<file path="src/rtl/tmds_channel_decoder.sv">
`timescale 1ns/1ps
// TMDS channel decoder: bit-offset search locking on control-token runs, then 10b->8b decode.
// Latency 2 clk_pixel from the aligned window to de_o/data_o/ctrl_o; no backpressure, one word per cycle.
module tmds_channel_decoder #(
    parameter int LOCK_COUNT = 8,
    parameter int DWELL      = 1024
) (
    input  logic       clk_pixel,
    input  logic       rst_n,
    input  logic [9:0] sym_i,
    input  logic       realign_i,
    output logic       de_o,
    output logic [7:0] data_o,
    output logic [1:0] ctrl_o,
    output logic       locked_o,
    output logic [3:0] offset_o,
    output logic       lock_lost_o
);
    localparam int RW = $clog2(LOCK_COUNT + 1);
    localparam int DW = (DWELL > 1) ? $clog2(DWELL) : 1;
    localparam logic [RW-1:0] RUN_FULL  = RW'(LOCK_COUNT);
    localparam logic [DW-1:0] DWELL_END = DW'(DWELL - 1);

    typedef enum logic {ST_SEARCH = 1'b0, ST_LOCKED = 1'b1} state_t;

    // Returns {is_ctrl, C1, C0}.
    function automatic logic [2:0] classify(input logic [9:0] q);
        case (q)
            10'b1101010100: classify = 3'b100;
            10'b0010101011: classify = 3'b101;
            10'b0101010100: classify = 3'b110;
            10'b1010101011: classify = 3'b111;
            default:        classify = 3'b000;
        endcase
    endfunction

    state_t          r_state;
    logic [3:0]      r_offset;
    logic [RW-1:0]   r_run;
    logic [DW-1:0]   r_dwell;
    logic            r_locked;
    logic            r_lost;
    logic [9:0]      r_prev;
    logic [9:0]      r_s1_sym;
    logic [2:0]      r_s1_cls;
    logic            r_de;
    logic [7:0]      r_data;
    logic [1:0]      r_ctrl;

    logic [18:0]     w_window;
    logic [9:0]      w_sym;
    logic [2:0]      w_cls;
    logic [RW-1:0]   w_run_nxt;
    logic            w_run_full;
    logic [7:0]      w_qp;
    logic [7:0]      w_dec;

    // The top bit of sym_i can never land inside a 10-bit slice at offsets 0..9.
    assign w_window = {sym_i[8:0], r_prev};

    always_comb begin
        w_sym = w_window[9:0];
        for (int i = 1; i < 10; i++) begin
            if (r_offset == 4'(i)) w_sym = w_window[i +: 10];
        end
    end

    assign w_cls      = classify(w_sym);
    assign w_run_nxt  = !w_cls[2] ? '0 : (r_run == RUN_FULL) ? r_run : r_run + RW'(1);
    assign w_run_full = (w_run_nxt == RUN_FULL);

    always_ff @(posedge clk_pixel or negedge rst_n) begin
        if (!rst_n) begin
            r_state  <= ST_SEARCH;
            r_offset <= 4'd0;
            r_run    <= '0;
            r_dwell  <= '0;
            r_locked <= 1'b0;
            r_lost   <= 1'b0;
        end else begin
            r_lost <= 1'b0;
            if (realign_i) begin
                r_state  <= ST_SEARCH;
                r_run    <= '0;
                r_dwell  <= '0;
                r_locked <= 1'b0;
                r_lost   <= (r_state == ST_LOCKED);
            end else begin
                r_run <= w_run_nxt;
                if (w_run_full) begin
                    r_dwell  <= '0;
                    r_state  <= ST_LOCKED;
                    r_locked <= 1'b1;
                end else if (r_dwell == DWELL_END) begin
                    r_offset <= (r_offset == 4'd9) ? 4'd0 : r_offset + 4'd1;
                    r_run    <= '0;
                    r_dwell  <= '0;
                    r_state  <= ST_SEARCH;
                    r_locked <= 1'b0;
                    r_lost   <= (r_state == ST_LOCKED);
                end else begin
                    r_dwell <= r_dwell + DW'(1);
                end
            end
        end
    end

    always_comb begin
        w_qp     = r_s1_sym[9] ? ~r_s1_sym[7:0] : r_s1_sym[7:0];
        w_dec    = '0;
        w_dec[0] = w_qp[0];
        for (int i = 1; i < 8; i++) begin
            w_dec[i] = r_s1_sym[8] ? (w_qp[i] ^ w_qp[i-1]) : ~(w_qp[i] ^ w_qp[i-1]);
        end
    end

    // r_locked changes on the same edge that loads stage 1, so it gates that symbol.
    always_ff @(posedge clk_pixel or negedge rst_n) begin
        if (!rst_n) begin
            r_prev   <= '0;
            r_s1_sym <= '0;
            r_s1_cls <= '0;
            r_de     <= 1'b0;
            r_data   <= '0;
            r_ctrl   <= '0;
        end else begin
            r_prev   <= sym_i;
            r_s1_sym <= w_sym;
            r_s1_cls <= w_cls;
            if (!r_locked) begin
                r_de <= 1'b0;
            end else if (r_s1_cls[2]) begin
                r_de   <= 1'b0;
                r_ctrl <= r_s1_cls[1:0];
            end else begin
                r_de   <= 1'b1;
                r_data <= w_dec;
            end
        end
    end

    assign de_o        = r_de;
    assign data_o      = r_data;
    assign ctrl_o      = r_ctrl;
    assign locked_o    = r_locked;
    assign offset_o    = r_offset;
    assign lock_lost_o = r_lost;
endmodule

</file>
<file path="config.mk">
export PLATFORM = sky130hd
export DESIGN_NAME = tmds_channel_decoder
export DESIGN_NICKNAME = d
export VERILOG_FILES = /design/src/rtl/tmds_channel_decoder.sv
export SDC_FILE = /design/constraint.sdc
export NUM_CORES = 1
export LEC_CHECK = 0
export CAP_MARGIN = 0
export CORE_MARGIN = 8
export CORE_UTILIZATION = 25
export CTS_CLUSTER_SIZE = 30
export DETAILED_ROUTE_END_ITERATION = 10
export SLEW_MARGIN = 15
export SYNTH_ARGS = -nofsm -noshare
export SYNTH_HDL_FRONTEND = slang
export SYNTH_SLANG_ARGS = --single-unit
</file>
<file path="constraint.sdc">
create_clock -name clk_pixel -period 3.5 [get_ports clk_pixel]
set_input_delay 0.875 -clock clk_pixel [delete_from_list [all_inputs] [get_ports clk_pixel]]
set_output_delay 0.875 -clock clk_pixel [all_outputs]
set_load 0.005 [all_outputs]
</file>
==> results of run 1 <==
==> path summary, 6_finish.rpt <==
check                                         from                 endpoint  slack [ns]  cells past startpoint
min in group asynchronous                    rst_n      r_prev[3]$_DFF_PN0_        0.60                      1
max in group asynchronous                    rst_n     r_dwell[2]$_DFF_PN0_        2.26                      2
hold / removal               data_o[0]$_DFFE_PN0P_    data_o[0]$_DFFE_PN0P_        0.48                      2
hold reg to reg              data_o[0]$_DFFE_PN0P_    data_o[0]$_DFFE_PN0P_        0.48                      2
setup / recovery                          sym_i[1]  offset_o[3]$_DFFE_PN0P_        0.12                     10
setup reg to reg           offset_o[2]$_DFFE_PN0P_  offset_o[3]$_DFFE_PN0P_        0.32                      9
==> power groups by stage <==
stage | clock (µW) | combinational [µW] | sequential (µW)
floorplan | 0 | 174 | 676
global placement | 0 | 265 | 695
detailed placement | 0 | 266 | 696
CTS | 607 | 268 | 683
global route | 633 | 295 | 687
finish | 587 | 268 | 684
==> logic make-up after synthesis <==
family                   after synthesis  share of synthesized area (%)
XOR/XNOR                              24                           5.92
AND/OR/NAND/NOR                      128                           20.5
AO/OA/AOI/OAI                         95                           19.3
multiplexers                          29                           8.53
adder cells (fa/ha/maj)                3                           1.06
flip-flops                            54                           38.1
buffers and inverters                 39                           6.66
==> synthesized netlist by cell type, drive strengths merged (18+ instances only) <==
master,instances
buf,21
dfrtp,54
mux2i,19
nand2,36
nor2,19
o21ai,27
xnor2,18
==> area by class of cell <==
cell class,instances,area share (%)
multi-input combinational,280,44.6
sequential,54,30.5
timing repair buffer,77,15.0
tap,180,5.08
clock buffer,6,3.13
clock inverter,2,0.875
inverter,10,0.847
==> registers in the layout (all words and copies together) (netlist names) <==
register     cells
ctrl_o           2
data_o           8
de_o             1
lock_lost_o      1
locked_o         1
offset_o         4
r_dwell         10
r_prev          10
r_run            4
r_s1_cls         3
r_s1_sym        10
==> worst register-to-register path: cells and delay by family (launching register included) <==
kind	cells	cell delay (ns)
flip-flops	1	0.53
AND/OR/NAND/NOR	4	1.64
buffers and inverters	1	0.24
AO/OA/AOI/OAI	4	0.64
==> through the flow <==
stage               cells  setup slack [ns]  instance area [µm²]  util, %  total power, µW
finish                609             0.116                 4430     31.9             1540
global placement      600            -0.204                 4240     30.5              959
CTS                   608            0.0661                 4410     31.8             1560
global route          609            0.0221                 4430     31.9             1620
detailed placement    600            -0.237                 4240     30.5              961
floorplan             372             0.421                 3550        -              850
==> per-layer routing <==
metal / part of all wire [%] / routed length, µm / vias up
li1: - / - / 1468
met1: 46 / 4480 / 1494
met2: 47 / 4650 / 81
met3: 6.1 / 596 / 8
met4: 0.69 / 68 / 2
met5: 0.11 / 11 / -
==> results.sh, run 1 <==
export IMPL_setup_worst_path_end_class="flop"
export IMPL_cts_max_path_bufs=2
export IMPL_grt_start_max_net_pins=28
export IMPL_syn_to_final_growth_pct=24.9
export IMPL_antenna_cells=0
export IMPL_final_max_slew_violation_count=0
export IMPL_power_per_cell_area_nw_per_um2=347
export IMPL_grt_setup_unrepaired="false"
export IMPL_cellInternalPower_uw=1140
export IMPL_skew_ns=0.00624
export IMPL_slew_headroom_pct=59.0
export IMPL_number_of_global_route_vias_before_repair=3147
export IMPL_final_min_period_over_clock_period_pct=96.7
export IMPL_worstPathRequired_ns=3.65
export IMPL_yosys_register_bits=54
export IMPL_slowest_delay_ns=0.48
export IMPL_gr_total_overflow=0
export IMPL_postCtsSetupRepairBufs=0
export IMPL_worst_hold_path_type="reg -> reg"
export IMPL_timing_hold_ws_ns=0.483
export IMPL_routedWlPerCell_um=16.1
export IMPL_core_rowCount=43
export IMPL_p_switching_uw=393
export IMPL_worstSkewPairLatency_ns=0.29
export IMPL_critPathBufInv=1
export IMPL_power_leakage_uw=0.00186
export IMPL_ctsResizeCount=0
export IMPL_synth_cell_area_um2=3550
export IMPL_design_final_nets=444
export IMPL_pwr_share_clk_pct=38.1
export IMPL_cp_data_arrival_time_ns=3.54
export IMPL_use_met3_pct=2.26
export IMPL_gr_usage_all_layers_pct=11.0
export IMPL_grt_most_used_layer="met2"
export IMPL_wirelength_um=9800
export IMPL_drt_drc_violations_left=0
export IMPL_drtAntennaViolNets=0
export IMPL_vdd_ir_drop_max_mv=0.187
export IMPL_worstPathCellList="clkdlybuf4s50_1 > mux2_2 > o22a_1 > o221ai_2 > a22oi_2 > or4b_1 > or3_4 > a21oi_4 > or2_4 > o31ai_1"
export IMPL_share_of_yosys_cell_area_claimed_by_the_top_area_cell_type_pct=38.1
export IMPL_multi_input_comb_area_um2=1980
export IMPL_netlist_top_cell_by_area="sky130_fd_sc_hd__dfrtp_1"
export IMPL_initial_core_util_pct=25.6
export IMPL_fp_dieH_um=135
export IMPL_clock_root_buffer="sky130_fd_sc_hd__clkbuf_16"
export IMPL_grt_pass1_wl_um=16300
export IMPL_cts_htree_levels=2
export IMPL_yosysWarningCount=0
export IMPL_drt_vias_per_instance=5.01
export IMPL_tritoncts_num_buffers=5
export IMPL_cpLargestDelayFamily="simple AND/OR/NAND/NOR gates"
export IMPL_cts_sinks=54
export IMPL_fmax_mhz=296
export IMPL_synthTopCellsByArea="sky130_fd_sc_hd__dfrtp_1 (38%), sky130_fd_sc_hd__mux2i_1 (5.4%), sky130_fd_sc_hd__xnor2_1 (4.4%)"
export IMPL_worstPathMaxFanout=8
export IMPL_floorplan_die_width_um=135
export IMPL_syn_avg_cell_area_um2=9.54
export IMPL_path_class="in -> reg"
export IMPL_mostFrequentLayoutCell="sky130_fd_sc_hd__dfrtp_1"
export IMPL_io_buf_count=29
export IMPL_core_region_area_um2=13900
export IMPL_final_seq_area_um2=1350
export IMPL_synth_main_ff_cell="sky130_fd_sc_hd__dfrtp_1"
export IMPL_clkTransAtPathRegs_ns=0.07
export IMPL_synth_seq_area_share_pct=38.1
export IMPL_first_pass_iters=4
export IMPL_place_hpwl_um=7410
export IMPL_final_layout_size_suffix_gt1_share_pct=21.2
export IMPL_antenna_found_initial=1
export IMPL_power_combinational_fraction_pct=17.4
export IMPL_setup_viol=0
export IMPL_highest_count_cells_in_the_layout_ignoring_fill_and_taps="sky130_fd_sc_hd__dfrtp_1 (53), sky130_fd_sc_hd__buf_4 (47), sky130_fd_sc_hd__nand2_1 (36)"
export IMPL_nFillCells=1457
export IMPL_globalplace_congestion=0.942
export IMPL_edff_count_synth=0
export IMPL_power_frac_seq_pct=44.5
export IMPL_worst_slew_pin_slew_ns=0.615
export IMPL_grtUsageMet1_pct=14.4
export IMPL_synth_fp_nets=388
export IMPL_report_final_hold_viol_count=0
export IMPL_number_of_hold_repair_buffers_added_at_the_cts_stage=0
export IMPL_cts_tree="yes"
export IMPL_route_vias_total=3053
export IMPL_setup_worst_path_start_class="input port"
export IMPL_setup_tns_ns=0
export IMPL_finalCriticalPeriod_ns=3.38
export IMPL_crit_path_top_delay_cell="sky130_fd_sc_hd__or4b_1"
export IMPL_synth_async_reset_ratio_pct=100
export IMPL_unique_cell_type_count_in_the_yosys_netlist=67
export IMPL_status="finished clean"
export IMPL_netlist_instances=372
export IMPL_max_cap_viol_count=0
export IMPL_design_die_area_um2=18300
export IMPL_power_share_switching_pct=25.6
export IMPL_met2_grt_util_pct=18.2
export IMPL_pin_count=30
export IMPL_1st_iter_drt_viols=187
Power figures use the tool's default switching activity.
==> run 2: changes to the inputs <==
CORE_UTILIZATION = 40   (was 25)
==> results.sh, run 2 (same netlist as run 1, synthesis figures left out) <==
export IMPL_floorplan_die_width_um=110
export IMPL_grt_setup_unrepaired="false"
export IMPL_nFillCells=849
export IMPL_drt_drc_violations_left=0
export IMPL_core_region_area_um2=8680
export IMPL_max_cap_viol_count=0
export IMPL_first_pass_iters=4
export IMPL_numPlacedInstances=522
export IMPL_gr_usage_all_layers_pct=15.7
export IMPL_multi_input_comb_area_um2=1960
export IMPL_layoutNonFillerInstCount=530
export IMPL_skew_ns=0.0115
export IMPL_final_max_slew_violation_count=0
export IMPL_final_min_period_over_clock_period_pct=95.9
export IMPL_grt_pass1_wl_um=15100
export IMPL_setup_worst_path_start_class="input port"
export IMPL_antenna_found_initial=0
export IMPL_slew_headroom_pct=52.2
export IMPL_finalCriticalPeriod_ns=3.36
export IMPL_setup_tns_ns=0
export IMPL_path_class="in -> reg"
export IMPL_cts_tree="yes"
export IMPL_gr_total_overflow=0
export IMPL_status="finished clean"
export IMPL_setup_viol=0
export IMPL_design_final_nets=437
export IMPL_power_frac_seq_pct=49.5
export IMPL_cts_sinks=54
export IMPL_cellInternalPower_uw=999
export IMPL_syn_to_final_growth_pct=19.2
export IMPL_cts_htree_levels=2
export IMPL_globalplace_congestion=0.936
export IMPL_drtAntennaViolNets=0
export IMPL_largest_registers="r_dwell x10, r_prev x10, r_s1_sym x10"
export IMPL_pwr_share_clk_pct=31.9
export IMPL_drt_vias_per_instance=5.64
export IMPL_wirelength_um=8890
export IMPL_fp_dieH_um=110
export IMPL_worst_slew_pin_slew_ns=0.706
export IMPL_power_share_switching_pct=27.7
export IMPL_power_per_cell_area_nw_per_um2=327
export IMPL_power_combinational_fraction_pct=18.6
export IMPL_timing_hold_ws_ns=0.484
export IMPL_worst_hold_path_type="reg -> reg"
export IMPL_power_leakage_uw=0.00178
export IMPL_worstSkewPairLatency_ns=0.32
export IMPL_worstPathRequired_ns=3.69
export IMPL_vdd_ir_drop_max_mv=0.199
export IMPL_cts_max_path_bufs=2
export IMPL_antenna_cells=0
export IMPL_routedWlPerCell_um=16.8
export IMPL_number_of_global_route_vias_before_repair=2994
export IMPL_io_buf_count=29
export IMPL_postCtsSetupRepairBufs=0
export IMPL_grt_start_max_net_pins=39
export IMPL_pin_count=30
export IMPL_final_util_pct=48.7
export IMPL_cp_data_arrival_time_ns=3.54
export IMPL_clkTransAtPathRegs_ns=0.10
export IMPL_1st_iter_drt_viols=290
export IMPL_clock_root_buffer="sky130_fd_sc_hd__clkbuf_8"
export IMPL_number_of_hold_repair_buffers_added_at_the_cts_stage=0
export IMPL_worstPathMaxFanout=11
export IMPL_initial_core_util_pct=40.9
export IMPL_p_switching_uw=383
export IMPL_tritoncts_num_buffers=5
export IMPL_design_die_area_um2=12100
export IMPL_core_rowCount=34
export IMPL_report_final_hold_viol_count=0
export IMPL_setup_worst_path_end_class="flop"
export IMPL_route_vias_total=2991
export IMPL_place_hpwl_um=6540
export IMPL_ctsResizeCount=0
export IMPL_final_seq_area_um2=1350
export IMPL_mostFrequentLayoutCell="sky130_fd_sc_hd__dfrtp_1"
export IMPL_highest_count_cells_in_the_layout_ignoring_fill_and_taps="sky130_fd_sc_hd__dfrtp_1 (53), sky130_fd_sc_hd__buf_4 (40), sky130_fd_sc_hd__nand2_1 (36)"
export IMPL_final_layout_size_suffix_gt1_share_pct=19.4
export IMPL_fmax_mhz=298
run 2: changes by cell type in the layout (fill, tap and decap cells not counted), moves of 2 or more:
cell	delta
sky130_fd_sc_hd__buf_4	-7
sky130_fd_sc_hd__clkbuf_16	-5
sky130_fd_sc_hd__clkbuf_8	+4
sky130_fd_sc_hd__clkdlybuf4s50_1	+2
sky130_fd_sc_hd__dlymetal6s2s_1	-2
run 2: area by class of cell:
| class | count | share of cell area [%] |
|---|---|---|
| multi-input combinational | 279 | 46.4 |
| sequential | 54 | 32.0 |
| timing repair buffer | 71 | 14.8 |
| tap | 108 | 3.19 |
| clock buffer | 5 | 1.63 |
| clock inverter | 3 | 1.15 |
| inverter | 10 | 0.887 |
run 2: worst paths after layout:
path                                      endpoint  cells past startpoint  slack [ns]               startpoint
setup / recovery           offset_o[3]$_DFFE_PN0P_                     10        0.14                 sym_i[5]
hold reg to reg              data_o[5]$_DFFE_PN0P_                      2        0.48    data_o[5]$_DFFE_PN0P_
max in group asynchronous    data_o[0]$_DFFE_PN0P_                      2        2.26                    rst_n
setup reg to reg           offset_o[3]$_DFFE_PN0P_                      9        0.24  offset_o[2]$_DFFE_PN0P_
min in group asynchronous      r_prev[1]$_DFF_PN0_                      1        0.57                    rst_n
hold / removal               data_o[5]$_DFFE_PN0P_                      2        0.48    data_o[5]$_DFFE_PN0P_
run 2: power by group through the flow:
stage,Combinational (µW),Sequential (µW),Clock [µW]
2_1_floorplan,174,676,0
3_3_place_gp,256,695,0
3_5_place_dp,257,697,0
4_1_cts,258,684,457
5_1_grt,283,689,481
6_report,257,685,441
run 2: critical path, cell delays in order:
cell and delay (ns):
sky130_fd_sc_hd__clkdlybuf4s50_1 0.47, sky130_fd_sc_hd__mux2_2 0.29, sky130_fd_sc_hd__a22oi_1 0.17, sky130_fd_sc_hd__and4b_1 0.21
sky130_fd_sc_hd__a22oi_1 0.10, sky130_fd_sc_hd__or4b_1 0.48, sky130_fd_sc_hd__or3_4 0.38, sky130_fd_sc_hd__a21oi_4 0.19
sky130_fd_sc_hd__or2_4 0.27, sky130_fd_sc_hd__o31ai_1 0.10
run 2: per-layer routing:
metal	track usage, %	share of wire, %	vias up
met5	0	0	-
met4	5.52	2.0	0
met3	3.49	7.6	19
met2	25.4	47	103
met1	20.1	44	1421
li1	-	-	1448
run 2: metrics by stage:
step	total power (µW)	cell area, µm²	setup slack, ns
2_1_floorplan	850	3550	0.421
3_3_place_gp	951	4110	-0.153
3_5_place_dp	954	4110	-0.177
4_1_cts	1400	4230	0.144
5_1_grt	1450	4230	0.00875
6_report	1380	4230	0.143
